[src/rtl/axi_lite_reg_bank.sv]
`default_nettype none
// ============================================================================
// Module   : axi_lite_reg_bank
// Brief    : Control/config/status/IRQ register file behind an AXI-Lite
//            front end; issues core start pulses and a level interrupt.
// Revision : 1.0 - initial release
// ============================================================================
module axi_lite_reg_bank #(
    parameter int          ADDR_WIDTH = 6,
    parameter int          DATA_WIDTH = 32,
    parameter logic [31:0] CFG_RESET  = 32'h0000_0000,
    parameter logic [31:0] VERSION    = 32'h0001_0000
) (
    input  logic                  s_axi_aclk,
    input  logic                  s_axi_aresetn,
    input  logic                  axi_write_fire,
    input  logic [ADDR_WIDTH-1:0] wr_addr,
    input  logic [DATA_WIDTH-1:0] wr_data,
    input  logic [3:0]            wr_strb,
    input  logic                  rd_en,
    input  logic [ADDR_WIDTH-1:0] rd_addr,
    output logic [DATA_WIDTH-1:0] rd_data,
    output logic                  ctrl_enable,
    output logic [7:0]            ctrl_mode,
    output logic                  start_pulse,
    output logic [DATA_WIDTH-1:0] cfg0_o,
    output logic [DATA_WIDTH-1:0] cfg1_o,
    output logic [DATA_WIDTH-1:0] cfg2_o,
    output logic [DATA_WIDTH-1:0] cfg3_o,
    input  logic                  core_busy,
    input  logic                  core_done,
    input  logic                  core_err,
    output logic                  irq
);

    localparam logic [ADDR_WIDTH-1:0] c_ADDR_CTRL    = ADDR_WIDTH'(0);
    localparam logic [ADDR_WIDTH-1:0] c_ADDR_STATUS  = ADDR_WIDTH'(1);
    localparam logic [ADDR_WIDTH-1:0] c_ADDR_CFG0    = ADDR_WIDTH'(2);
    localparam logic [ADDR_WIDTH-1:0] c_ADDR_CFG1    = ADDR_WIDTH'(3);
    localparam logic [ADDR_WIDTH-1:0] c_ADDR_CFG2    = ADDR_WIDTH'(4);
    localparam logic [ADDR_WIDTH-1:0] c_ADDR_CFG3    = ADDR_WIDTH'(5);
    localparam logic [ADDR_WIDTH-1:0] c_ADDR_IRQ_EN  = ADDR_WIDTH'(6);
    localparam logic [ADDR_WIDTH-1:0] c_ADDR_WR_CNT  = ADDR_WIDTH'(7);
    localparam logic [ADDR_WIDTH-1:0] c_ADDR_VERSION = ADDR_WIDTH'(8);
    localparam int                    c_NUM_CFG      = 4;

    // Registered state
    logic                  r_ctrl_enable;
    logic [7:0]            r_ctrl_mode;
    logic                  r_start_pulse;
    logic                  r_done;
    logic                  r_err;
    logic                  r_start_rej;
    logic [3:1]            r_irq_en;
    logic [31:0]           r_wr_cnt;
    logic [DATA_WIDTH-1:0] r_rd_data;
    logic                  r_irq;
    logic [DATA_WIDTH-1:0] r_cfg [c_NUM_CFG];

    // Decode and next-state
    logic                  w_wr_ctrl;
    logic                  w_wr_status;
    logic                  w_wr_irq_en;
    logic                  w_enable_next;
    logic [7:0]            w_mode_next;
    logic                  w_start_req;
    logic                  w_start_ok;
    logic [3:1]            w_w1c;
    logic                  w_done_next;
    logic                  w_err_next;
    logic                  w_rej_next;
    logic [3:1]            w_irq_en_next;
    logic                  w_irq_next;
    logic [DATA_WIDTH-1:0] w_rd_mux;

    function automatic logic [DATA_WIDTH-1:0] f_merge(
        input logic [DATA_WIDTH-1:0] old_v,
        input logic [DATA_WIDTH-1:0] new_v,
        input logic [3:0]            strb
    );
        f_merge = old_v;
        for (int b = 0; b < 4; b++) begin
            if (strb[b]) begin
                f_merge[8*b +: 8] = new_v[8*b +: 8];
            end
        end
    endfunction

    assign w_wr_ctrl   = axi_write_fire && (wr_addr == c_ADDR_CTRL);
    assign w_wr_status = axi_write_fire && (wr_addr == c_ADDR_STATUS);
    assign w_wr_irq_en = axi_write_fire && (wr_addr == c_ADDR_IRQ_EN);

    always_comb begin
        w_enable_next = r_ctrl_enable;
        w_mode_next   = r_ctrl_mode;
        w_start_req   = 1'b0;
        if (w_wr_ctrl) begin
            if (wr_strb[0]) begin
                w_enable_next = wr_data[0];
                w_start_req   = wr_data[1];
            end
            if (wr_strb[1]) begin
                w_mode_next = wr_data[15:8];
            end
        end
    end

    // A start is judged against the enable value this same write produces.
    assign w_start_ok = w_start_req && w_enable_next && !core_busy;

    assign w_w1c = (w_wr_status && wr_strb[0]) ? wr_data[3:1] : 3'b000;

    // New events override a simultaneous write-1-to-clear.
    assign w_done_next = core_done || (r_done && !w_w1c[1]);
    assign w_err_next  = core_err  || (r_err  && !w_w1c[2]);
    assign w_rej_next  = (w_start_req && !w_start_ok) || (r_start_rej && !w_w1c[3]);

    assign w_irq_en_next = (w_wr_irq_en && wr_strb[0]) ? wr_data[3:1] : r_irq_en;
    assign w_irq_next    = |({w_rej_next, w_err_next, w_done_next} & w_irq_en_next);

    always_comb begin
        w_rd_mux = '0;
        case (rd_addr)
            c_ADDR_CTRL:    w_rd_mux = {16'h0000, r_ctrl_mode, 6'b000000, 1'b0, r_ctrl_enable};
            c_ADDR_STATUS:  w_rd_mux = {28'h0000000, r_start_rej, r_err, r_done, core_busy};
            c_ADDR_CFG0:    w_rd_mux = r_cfg[0];
            c_ADDR_CFG1:    w_rd_mux = r_cfg[1];
            c_ADDR_CFG2:    w_rd_mux = r_cfg[2];
            c_ADDR_CFG3:    w_rd_mux = r_cfg[3];
            c_ADDR_IRQ_EN:  w_rd_mux = {28'h0000000, r_irq_en, 1'b0};
            c_ADDR_WR_CNT:  w_rd_mux = r_wr_cnt;
            c_ADDR_VERSION: w_rd_mux = VERSION;
            default:        w_rd_mux = '0;
        endcase
    end

    always_ff @(posedge s_axi_aclk or negedge s_axi_aresetn) begin
        if (!s_axi_aresetn) begin
            r_ctrl_enable <= 1'b0;
            r_ctrl_mode   <= 8'h00;
            r_start_pulse <= 1'b0;
            r_done        <= 1'b0;
            r_err         <= 1'b0;
            r_start_rej   <= 1'b0;
            r_irq_en      <= 3'b000;
            r_wr_cnt      <= 32'h0000_0000;
            r_rd_data     <= '0;
            r_irq         <= 1'b0;
        end else begin
            r_ctrl_enable <= w_enable_next;
            r_ctrl_mode   <= w_mode_next;
            r_start_pulse <= w_start_ok;
            r_done        <= w_done_next;
            r_err         <= w_err_next;
            r_start_rej   <= w_rej_next;
            r_irq_en      <= w_irq_en_next;
            r_irq         <= w_irq_next;
            if (axi_write_fire) begin
                r_wr_cnt <= r_wr_cnt + 32'd1;
            end
            // Mux sees pre-write values, so a colliding read returns old data.
            if (rd_en) begin
                r_rd_data <= w_rd_mux;
            end
        end
    end

    for (genvar i = 0; i < c_NUM_CFG; i++) begin : g_cfg
        localparam logic [ADDR_WIDTH-1:0] c_ADDR = c_ADDR_CFG0 + ADDR_WIDTH'(i);
        always_ff @(posedge s_axi_aclk or negedge s_axi_aresetn) begin
            if (!s_axi_aresetn) begin
                r_cfg[i] <= CFG_RESET;
            end else if (axi_write_fire && (wr_addr == c_ADDR)) begin
                r_cfg[i] <= f_merge(r_cfg[i], wr_data, wr_strb);
            end
        end
    end

    assign rd_data     = r_rd_data;
    assign ctrl_enable = r_ctrl_enable;
    assign ctrl_mode   = r_ctrl_mode;
    assign start_pulse = r_start_pulse;
    assign cfg0_o      = r_cfg[0];
    assign cfg1_o      = r_cfg[1];
    assign cfg2_o      = r_cfg[2];
    assign cfg3_o      = r_cfg[3];
    assign irq         = r_irq;

endmodule
`default_nettype wire

[config.mk]
export PLATFORM = sky130hd
export DESIGN_NAME = axi_lite_reg_bank
export DESIGN_NICKNAME = d
export VERILOG_FILES = /design/src/rtl/axi_lite_reg_bank.sv
export SDC_FILE = /design/constraint.sdc
export NUM_CORES = 1
export LEC_CHECK = 0
export ABC_AREA = 1
export CAP_MARGIN = 20
export CELL_PAD_IN_SITES_DETAIL_PLACEMENT = 1
export CELL_PAD_IN_SITES_GLOBAL_PLACEMENT = 1
export CORE_UTILIZATION = 37
export DETAILED_ROUTE_END_ITERATION = 8
export PLACE_DENSITY = 0.78
export SETUP_SLACK_MARGIN = 0.5
export SYNTH_ARGS = -nofsm -noshare
export SYNTH_HDL_FRONTEND = slang
export SYNTH_SLANG_ARGS = --single-unit
[constraint.sdc]
create_clock -name s_axi_aclk -period 2.12 [get_ports s_axi_aclk]
set_input_delay 0.424 -clock s_axi_aclk [delete_from_list [all_inputs] [get_ports s_axi_aclk]]
set_output_delay 0.424 -clock s_axi_aclk [all_outputs]
set_load 0.01 [all_outputs]
==> results of run 1 <==
==> power groups by stage <==
stage	sequential [µW]	clock [µW]	combinational, µW
2_1_floorplan	4780	0	543
3_3_place_gp	4760	0	1610
3_5_place_dp	4780	0	1650
4_1_cts	4650	4070	1840
5_1_grt	4700	4250	2060
6_report	4670	4040	1900
==> synthesized netlist by cell type <==
library cell / instances / area (µm²)
nand2_1: 476 / 1790
dfrtp_1: 209 / 5230
o21ai_0: 141 / 706
inv_1: 121 / 454
nor2_1: 70 / 263
nand3_1: 46 / 230
o21ai_2: 32 / 280
xor2_1: 19 / 166
buf_2: 17 / 85.1
o22ai_1: 12 / 75.1
a21oi_1: 11 / 55.1
clkbuf_1: 11 / 41.3
nor3_1: 9 / 45.0
nand4_1: 8 / 50.1
buf_4: 7 / 52.6
nor2_2: 6 / 37.5
nand2_2: 5 / 31.3
nor2_4: 3 / 33.8
buf_1: 2 / 7.51
inv_2: 2 / 7.51
nor3_2: 2 / 20.0
xnor2_1: 2 / 17.5
and2_0: 1 / 6.26
ha_1: 1 / 12.5
nand3b_1: 1 / 7.51
nor3b_1: 1 / 7.51
nor4_4: 1 / 21.3
o21ai_1: 1 / 5.00
==> path summary, 6_finish.rpt <==
kind                                 to  slack (ns)  cells past startpoint     startpoint
min in group asynchronous    cfg0_o[13]        0.44                      2  s_axi_aresetn
setup reg to reg           r_wr_cnt[18]        0.47                      7    r_wr_cnt[0]
hold reg to reg              rd_data[7]        0.48                      2     rd_data[7]
setup / recovery           r_wr_cnt[18]        0.47                      7    r_wr_cnt[0]
hold / removal              ctrl_enable        0.43                      7     wr_addr[2]
max in group asynchronous     cfg1_o[4]        0.96                      3  s_axi_aresetn
==> area by class of cell <==
type | instances | share of cell area (%)
inverter | 123 | 3.13
tap | 335 | 2.84
clock buffer | 36 | 4.79
multi-input combinational | 848 | 27.2
timing repair buffer | 421 | 26.4
sequential | 209 | 35.4
clock inverter | 2 | 0.237
==> registers in the layout, summed over array words and instances (netlist names) <==
register     flops
cfg0_o          32
cfg1_o          32
cfg2_o          32
cfg3_o          32
ctrl_enable      1
ctrl_mode        8
irq              1
r_done           1
r_err            1
r_irq_en         3
r_start_rej      1
r_wr_cnt        32
rd_data         32
start_pulse      1
==> per-layer routing <==
metal / vias to the layer above / GRT usage (%) / part of all wire (%)
met4: 0 / 9.01 / 2.8
met1: 5084 / 39.3 / 43
li1: 4651 / - / -
met2: 317 / 49.0 / 49
met5: - / 0 / 0
met3: 71 / 4.32 / 5.4
==> repair_timing <==
item                       4_1_cts  5_1_grt
gates resized for setup        350      120
pin swaps                        2       11
setup endpoints to repair      230      192
cloned                           0        1
hold buffers                     1        0
hold endpoints to repair        48        0
buffers inserted                95       11
==> per-stage QoR <==
stage,total power [µW],std cells
6_report,10600,1974
4_1_cts,10600,1962
2_1_floorplan,5320,1217
3_5_place_dp,6430,1828
5_1_grt,11000,1974
3_3_place_gp,6370,1828
==> kinds of logic (layout without fill, tap and decap cells) <==
logic type / after synthesis / after routing / share of synthesized area, %
XOR/XNOR: 21 / 21 / 1.89
AND/OR/NAND/NOR: 629 / 629 / 26.1
flip-flops: 209 / 209 / 53.7
AO/OA/AOI/OAI: 197 / 197 / 11.5
adder cells (fa/ha/maj): 1 / 1 / 0.128
buffers and inverters: 160 / 582 / 6.66
==> critical path, cell delays in order (launching register included) <==
cell,delay [ns]
dfrtp_1,0.39
ha_2,0.22
nand4_1,0.19
nor2_4,0.23
nand2_2,0.13
nor2_4,0.15
buf_4,0.12
xor2_1,0.14
==> qor.csv, run 1 <==
metric;value;unit
status;finished, final reports clean;
Multi-input gate area;4020;µm²
DRC viols;0;
CP Class;flop to flop;
P_leak;0.00764;µW
IO Count;226;
post-place instance area;13200;µm²
largest net degree at the start of global routing;55;
Max Buffers Root-to-Sink;3;
sequential share of power;44.0;%
Num CTS Buffers;24;
CP Launch Type;flop;
Setup WS pre-CTS;-0.139;ns
Final Hold Fails;0;
Worst-Margin Slew;0.511;ns
relative slew slack;65.9;%
Final #Nets;1683;
Pins Over Slew Limit;0;
Vias per Instance;5.13;
most frequent cells in the layout;nand2_1 (463), dfrtp_1 (209), buf_4 (167);
share of cells above drive strength 1;22.5;%
Final WS setup;0.467;ns
Final period util;78.0;%
Die X;164;µm
Setup Skew;0.00762;ns
max-cap viol count;0;
Synth Warn #;0;
CORE AREA;25900;µm²
Clock power frac;38.1;%
clock transition at the registers of the reported paths;0.06;ns
setup tns final;0;ns
VDD IR max;498;µV
initial core utilization;37.6;%
Mapped Cells;1217;
Design Area, Final;14800;µm²
antenna violations before repair;0;
GR Overflow Total;0;
per-cell routed wire length;19.9;µm
Routed Antenna Nets;0;
diode count;0;
GRT Overall Usage;29.4;%
endpoints failing setup;0;
IO buf count;225;
fill count;3067;
Crit Path Max Fanout;4;
post-synthesis cell area;9740;µm²
TritonRoute pass-1 iters;5;
vias in the first global route;10800;
final worst path period need;1.65;ns
global-route wire length before repair;60.6;mm
register cell area after layout;5230;µm²
WHS;0.431;ns
Logic pwr share;17.9;%
clock sink total;209;
Die H;164;µm
NetSw;3010;µW
PD cells;718;nW/µm²
Area Growth Syn to Fin;51.7;%
register area share after synthesis;53.7;%
Yosys cell types;28;
Avg Cell Area, Syn;8.00;µm²
register bit total from synthesis;209;
post-synthesis net count;1273;
drt total wl;39.3;mm
P_int;7600;µW
commonest non-fill, non-tap cell in the layout;nand2_1;
Crit path arrival time;2.10;ns
Site Rows;59;
Sw Ratio;28.4;%
drt initial violations;692;
CTS Root Cell;clkbuf_16;
HP Class;primary input to flop;
RSZ-0062 raised after global routing;yes;
RD Place Congestion;0.872;
critical path capture point type;flop;
latest clock arrival within the worst-skew pair;0.53;ns
vias;10100;
dpl hpwl;27.5;mm
fmax;605;MHz
Post-Route Utilization;57.0;%
CTS tree;done;
die area;27000;µm²
# H-tree levels;1;
worst path required time;2.56;ns
Power figures use the tool's default switching activity.
==> inputs of run 2 (changes only) <==
CORE_UTILIZATION = 33   (was 37)
PLACE_DENSITY = 0.73   (was 0.78)
clock period = 1.5 ns   (was 2.12 ns; I/O delays follow)
==> qor.csv, run 2 (synthesis results as in run 1) <==
metric;value;unit;change
largest net degree at the start of global routing;45;;-18%
Site Rows;62;;+5.1%
drt initial violations;684;;-1.2%
IO Count;226;;unchanged
met1 WL;19.4;mm;+14%
relative slew slack;57.8;%;-8.1 points
die area;30200;µm²;+12%
CTS Root Cell;clkbuf_16;;
met3 WL post-DR;2.20;mm;+4.1%
Pins Over Slew Limit;0;;unchanged
drt total wl;48.4;mm;+23%
Worst setup startpoint;r_wr_cnt[1];;
worst path required time;1.92;ns;-0.64 ns
RD Place Congestion;0.846;;-3.0%
Setup Skew;0.00958;ns;+0.00197 ns
GR Overflow Total;0;;unchanged
status;finished with violations;;
Worst-Margin Slew;0.632;ns;+0.121 ns
Routed Antenna Nets;0;;unchanged
CP Class;flop to flop;;
HP Class;primary input to asynchronous set/reset pin;;
Pwr Total;16400;µW;+55%
Slowest Stage Delay on Critical Path;0.37;ns;-0.02 ns
PD cells;983;nW/µm²;+37%
max-cap viol count;0;;unchanged
violated checks;setup timing;;
commonest non-fill, non-tap cell in the layout;nand2_1;;
Final Hold Fails;0;;unchanged
antenna violations before repair;1;;+1
share of cells above drive strength 1;45.8;%;+23 points
clock transition at the registers of the reported paths;0.06;ns;about the same
RSZ-0062 raised after global routing;yes;;
delay-heaviest family, CP;simple AND/OR/NAND/NOR gates;;
# H-tree levels;1;;unchanged
TritonRoute pass-1 iters;5;;unchanged
most frequent cells in the layout;nand2_1 (360), dfrtp_1 (203), buf_4 (199);;
Final period util;108;%;+30 points
Die X;174;µm;+5.8%
P_leak;0.00865;µW;+13%
clock sink total;209;;unchanged
Crit path arrival time;2.04;ns;-0.06 ns
worst reg2reg setup slack;-0.12;ns;-0.58 ns
worst path buffer plus inverter count;1;;unchanged
DR top layer;met4;;
latest clock arrival within the worst-skew pair;0.53;ns;about the same
DRC viols;0;;unchanged
Crit Path Max Fanout;5;;+1
CP Launch Type;flop;;
initial core utilization;33.7;%;-3.8 points
critical path capture point type;flop;;
Num CTS Buffers;25;;+4.2%
final worst path period need;1.62;ns;-0.0352 ns
fmax;618;MHz;+2.2%
GRT Overall Usage;27.0;%;-2.3 points
CORE AREA;28900;µm²;+11%
met2 routed WL;24.9;mm;+30%
Final #Nets;1794;;+6.6%
setup tns final;-1.25;ns;-1.25 ns
Max Buffers Root-to-Sink;3;;unchanged
Vias per Instance;5.19;;+1.2%
endpoints failing setup;18;;+18
Area Growth Syn to Fin;71.3;%;
global-route wire length before repair;63.8;mm;+5.3%
VDD IR max;808;µV;+62%
Critical Path, Cell by Cell;ha_2 > nand4_1 > nor2_4 > nand2_2 > nor2_4 > nand4_1 > nand2_1 > inv_1;;
FF-to-FF Start;r_wr_cnt[1];;
Critical-path top delay cell;dfrtp_1;;
vias in the first global route;11200;;+4.4%
dpl hpwl;26.4;mm;-4.0%
Final WS setup;-0.118;ns;-0.585 ns
CTS tree;done;;
per-cell routed wire length;22.6;µm;+14%
Die H;174;µm;+5.8%
vias;11100;;+9.7%
IO buf count;225;;unchanged
run 2: cell types whose count changed in the layout (fill, tap and decap cells not counted), moves of 19 or more:
cell	change
o21ai_0	-123
o21ai_1	+104
nand2_4	+42
nand2_1	-103
o21ai_2	+19
buf_2	+139
clkdlybuf4s15_1	-118
buf_6	+95
buf_4	+32
clkbuf_2	-34
nand2_2	+53
run 2: area by class of cell:
| class | instances | area [µm²] |
|---|---|---|
| sequential | 209 | 5240 |
| tap | 384 | 480 |
| clock buffer | 39 | 738 |
| clock inverter | 3 | 43.8 |
| antenna | 1 | 2.50 |
| multi-input combinational | 856 | 5140 |
| inverter | 123 | 475 |
| fill | 3306 | 12200 |
| timing repair buffer | 523 | 4550 |
run 2: through the flow:
stage	setup WS, ns	cell area, µm²	util (%)	hold WS (ns)	instances
4_1_cts	-0.0781	15000	52.0	0.242	2049
6_report	-0.118	16700	57.8	0.255	2138
5_1_grt	-0.209	16700	57.8	0.290	2138
2_1_floorplan	0.0133	10200	-	0.00441	1217
3_3_place_gp	-0.551	13600	47.0	0.249	1877
3_5_place_dp	-0.564	13600	47.0	0.244	1877
run 2: power by group:
group          internal (µW)  leakage (µW)  total (µW)  switching, µW
clock network           3520      0.000383        6010           2490
registers               6150       0.00267        6610            467
logic                   1790       0.00560        3770           1980
total                  11500       0.00865       16400           4930
run 2: path summary, 6_finish.rpt:
| kind | endpoint | cells past startpoint |
|---|---|---|
| worst max-delay path | r_wr_cnt[24] | 8 |
| worst min-delay path | ctrl_enable | 2 |
| worst max register to register | r_wr_cnt[24] | 8 |
| worst min register to register | r_wr_cnt[26] | 2 |
| max in group asynchronous | cfg1_o[17] | 3 |
| min in group s_axi_aclk | r_wr_cnt[27] | 3 |
run 2: what timing repair did:
item,4_1_cts,5_1_grt
gates cloned,6,7
hold buffers,1,0
pin swaps,31,105
endpoints found under the setup margin,378,377
hold endpoints to repair,27,0
buffers inserted,123,81
gates resized for setup,861,250
run 2: per-layer routing:
metal	global-route usage, %	vias up
met2	48.4	372
li1	-	4910
met1	34.4	5702
met4	6.98	0
met5	0	-
met3	3.20	117
==> inputs of run 3 (changes only) <==
PLACE_DENSITY = 0.75   (was 0.73)
==> qor.csv, run 3 (synthesis results as in run 1) <==
metric;value;unit;change
CP Class;flop to flop;;
Die H;174;µm;unchanged
PD cells;988;nW/µm²;+0.52%
CP most frequent cell;nand2_1;;
drt initial violations;999;;+46%
worst path required time;1.97;ns;+0.05 ns
IO buf count;225;;unchanged
HP Class;primary input to asynchronous set/reset pin;;
Crit Path Max Fanout;4;;-1
RD Place Congestion;0.830;;-1.9%
endpoints failing setup;23;;+5
WHS;0.242;ns;-0.0131 ns
GRT Overall Usage;29.6;%;+2.5 points
NetSw;5600;µW;+13%
global-route wire length before repair;69.3;mm;+8.6%
VDD IR max;780;µV;-3.4%
antenna violations before repair;1;;unchanged
Placed Instances;1876;;-0.053%
Site Rows;62;;unchanged
per-cell routed wire length;27.9;µm;+23%
Design Area, Final;17800;µm²;+6.6%
dpl hpwl;26.9;mm;+1.9%
Num CTS Buffers;24;;-4.0%
violated checks;setup timing;;
relative slew slack;69.0;%;+11 points
Final period util;120;%;+12 points
fmax;556;MHz;-10%
CTS tree;done;;
post-place instance area;13500;µm²;-0.24%
RSZ-0062 raised after global routing;yes;;
non-filler cells, final;2199;;+2.9%
max-cap viol count;0;;unchanged
CP Launch Type;flop;;
die area;30200;µm²;unchanged
Crit path arrival time;2.27;ns;+0.23 ns
Final #Nets;1852;;+3.2%
Die X;174;µm;unchanged
# H-tree levels;1;;unchanged
DRC viols;0;;unchanged
CTS Root Cell;clkbuf_16;;
Final Hold Fails;0;;unchanged
Routed Antenna Nets;0;;unchanged
clock transition at the registers of the reported paths;0.07;ns;about the same
Pins Over Slew Limit;0;;unchanged
vias;12500;;+13%
TritonRoute pass-1 iters;5;;unchanged
latest clock arrival within the worst-skew pair;0.53;ns;about the same
GR Overflow Total;0;;unchanged
Area Growth Syn to Fin;82.5;%;
FF-to-FF Start;r_wr_cnt[5];;
commonest non-fill, non-tap cell in the layout;nand2_1;;
Max Buffers Root-to-Sink;3;;unchanged
most frequent cells in the layout;nand2_1 (335), buf_4 (233), dfrtp_1 (207);;
Worst-Margin Slew;0.465;ns;-0.167 ns
CORE AREA;28900;µm²;unchanged
final worst path period need;1.80;ns;+0.180 ns
largest net degree at the start of global routing;48;;+6.7%
R2R depth;10;;+2
Final WS setup;-0.298;ns;-0.180 ns
clock sink total;209;;unchanged
FF-to-FF End;r_wr_cnt[30];;
Setup Skew;0.0115;ns;+0.00189 ns
critical path capture point type;flop;;
P_leak;0.00951;µW;+9.9%
share of cells above drive strength 1;50.4;%;+4.6 points
Logic pwr share;25.2;%;+2.2 points
status;finished with violations;;
IO Count;226;;unchanged
drt total wl;61.4;mm;+27%
sequential share of power;37.9;%;-2.5 points
Critical Path, Cell by Cell;nand2_1 > inv_2 > nand3_1 > nor2_4 > nand2_2 > nor2_4 > nand3_1 > nand2_1 > nand2_1 > inv_1;;
Vias per Instance;5.70;;+9.8%
worst reg2reg setup slack;-0.30;ns;-0.18 ns
Critical-path top delay cell;dfrtp_1;;
initial core utilization;33.7;%;unchanged
vias in the first global route;12000;;+6.9%
P_int;12000;µW;+4.4%
Clock power frac;36.9;%;+0.3 points
setup tns final;-4.35;ns;-3.10 ns
Sw Ratio;31.9;%;+1.8 points
Slowest Stage Delay on Critical Path;0.40;ns;+0.03 ns
-- run 3: critical path, delay by kind of cell (launching register included) --
| kind | cells | cell delay, ns |
|---|---|---|
| buffers and inverters | 2 | 0.19 |
| flip-flops | 1 | 0.40 |
| AND/OR/NAND/NOR | 8 | 1.13 |
-- run 3: routing by layer --
metal / up-vias / share of wire (%) / global-route usage (%)
met1: 6364 / 36 / 35.4
met5: - / 0 / 0
li1: 5043 / - / -
met3: 345 / 7.6 / 4.45
met2: 785 / 49 / 52.6
met4: 0 / 7.4 / 12.9
-- run 3: worst max path at each step --
stage / from / end
finish: r_wr_cnt[5] / r_wr_cnt[30]
CTS: r_wr_cnt[1] / r_wr_cnt[24]
detailed placement: axi_write_fire / r_wr_cnt[24]
floorplan: r_wr_cnt[0] / r_wr_cnt[30]
global route: r_wr_cnt[5] / r_wr_cnt[30]
global placement: axi_write_fire / r_wr_cnt[24]
-- run 3: per-stage QoR --
stage          power (µW)  worst slack (ns)  utilization (%)
6_report            17600            -0.298             61.6
2_1_floorplan        7630            0.0133                -
4_1_cts             15800            -0.124             53.5
3_3_place_gp         9270            -0.521             46.9
5_1_grt             17900            -0.353             61.6
3_5_place_dp         9370            -0.643             46.9
-- run 3: repair_timing --
action                     in CTS  in global routing
resized for setup             877                347
buffers inserted              144                112
hold buffers                    1                  0
gates cloned                   12                  9
hold endpoints to repair       29                  0
setup endpoints to repair     377                373
pin swaps                      43                135
-- run 3: layout make-up --
| class | count | area (µm²) |
|---|---|---|
| clock buffers | 37 | 721 |
| diodes | 1 | 2.50 |
| clock inverters | 7 | 113 |
| multi-input cells | 855 | 5490 |
| inverters | 123 | 483 |
| well taps | 384 | 480 |
| flip-flops and latches | 209 | 5230 |
| repair buffers | 583 | 5250 |
| fillers | 3240 | 11100 |
-- run 3: power groups by stage --
| stage | registers, µW | clock network [µW] | logic [µW] |
|---|---|---|---|
| detailed placement | 6700 | 0 | 2670 |
| global route | 6660 | 6640 | 4590 |
| global placement | 6680 | 0 | 2580 |
| floorplan | 6760 | 0 | 872 |
| finish | 6650 | 6480 | 4420 |
| CTS | 6530 | 6260 | 3020 |
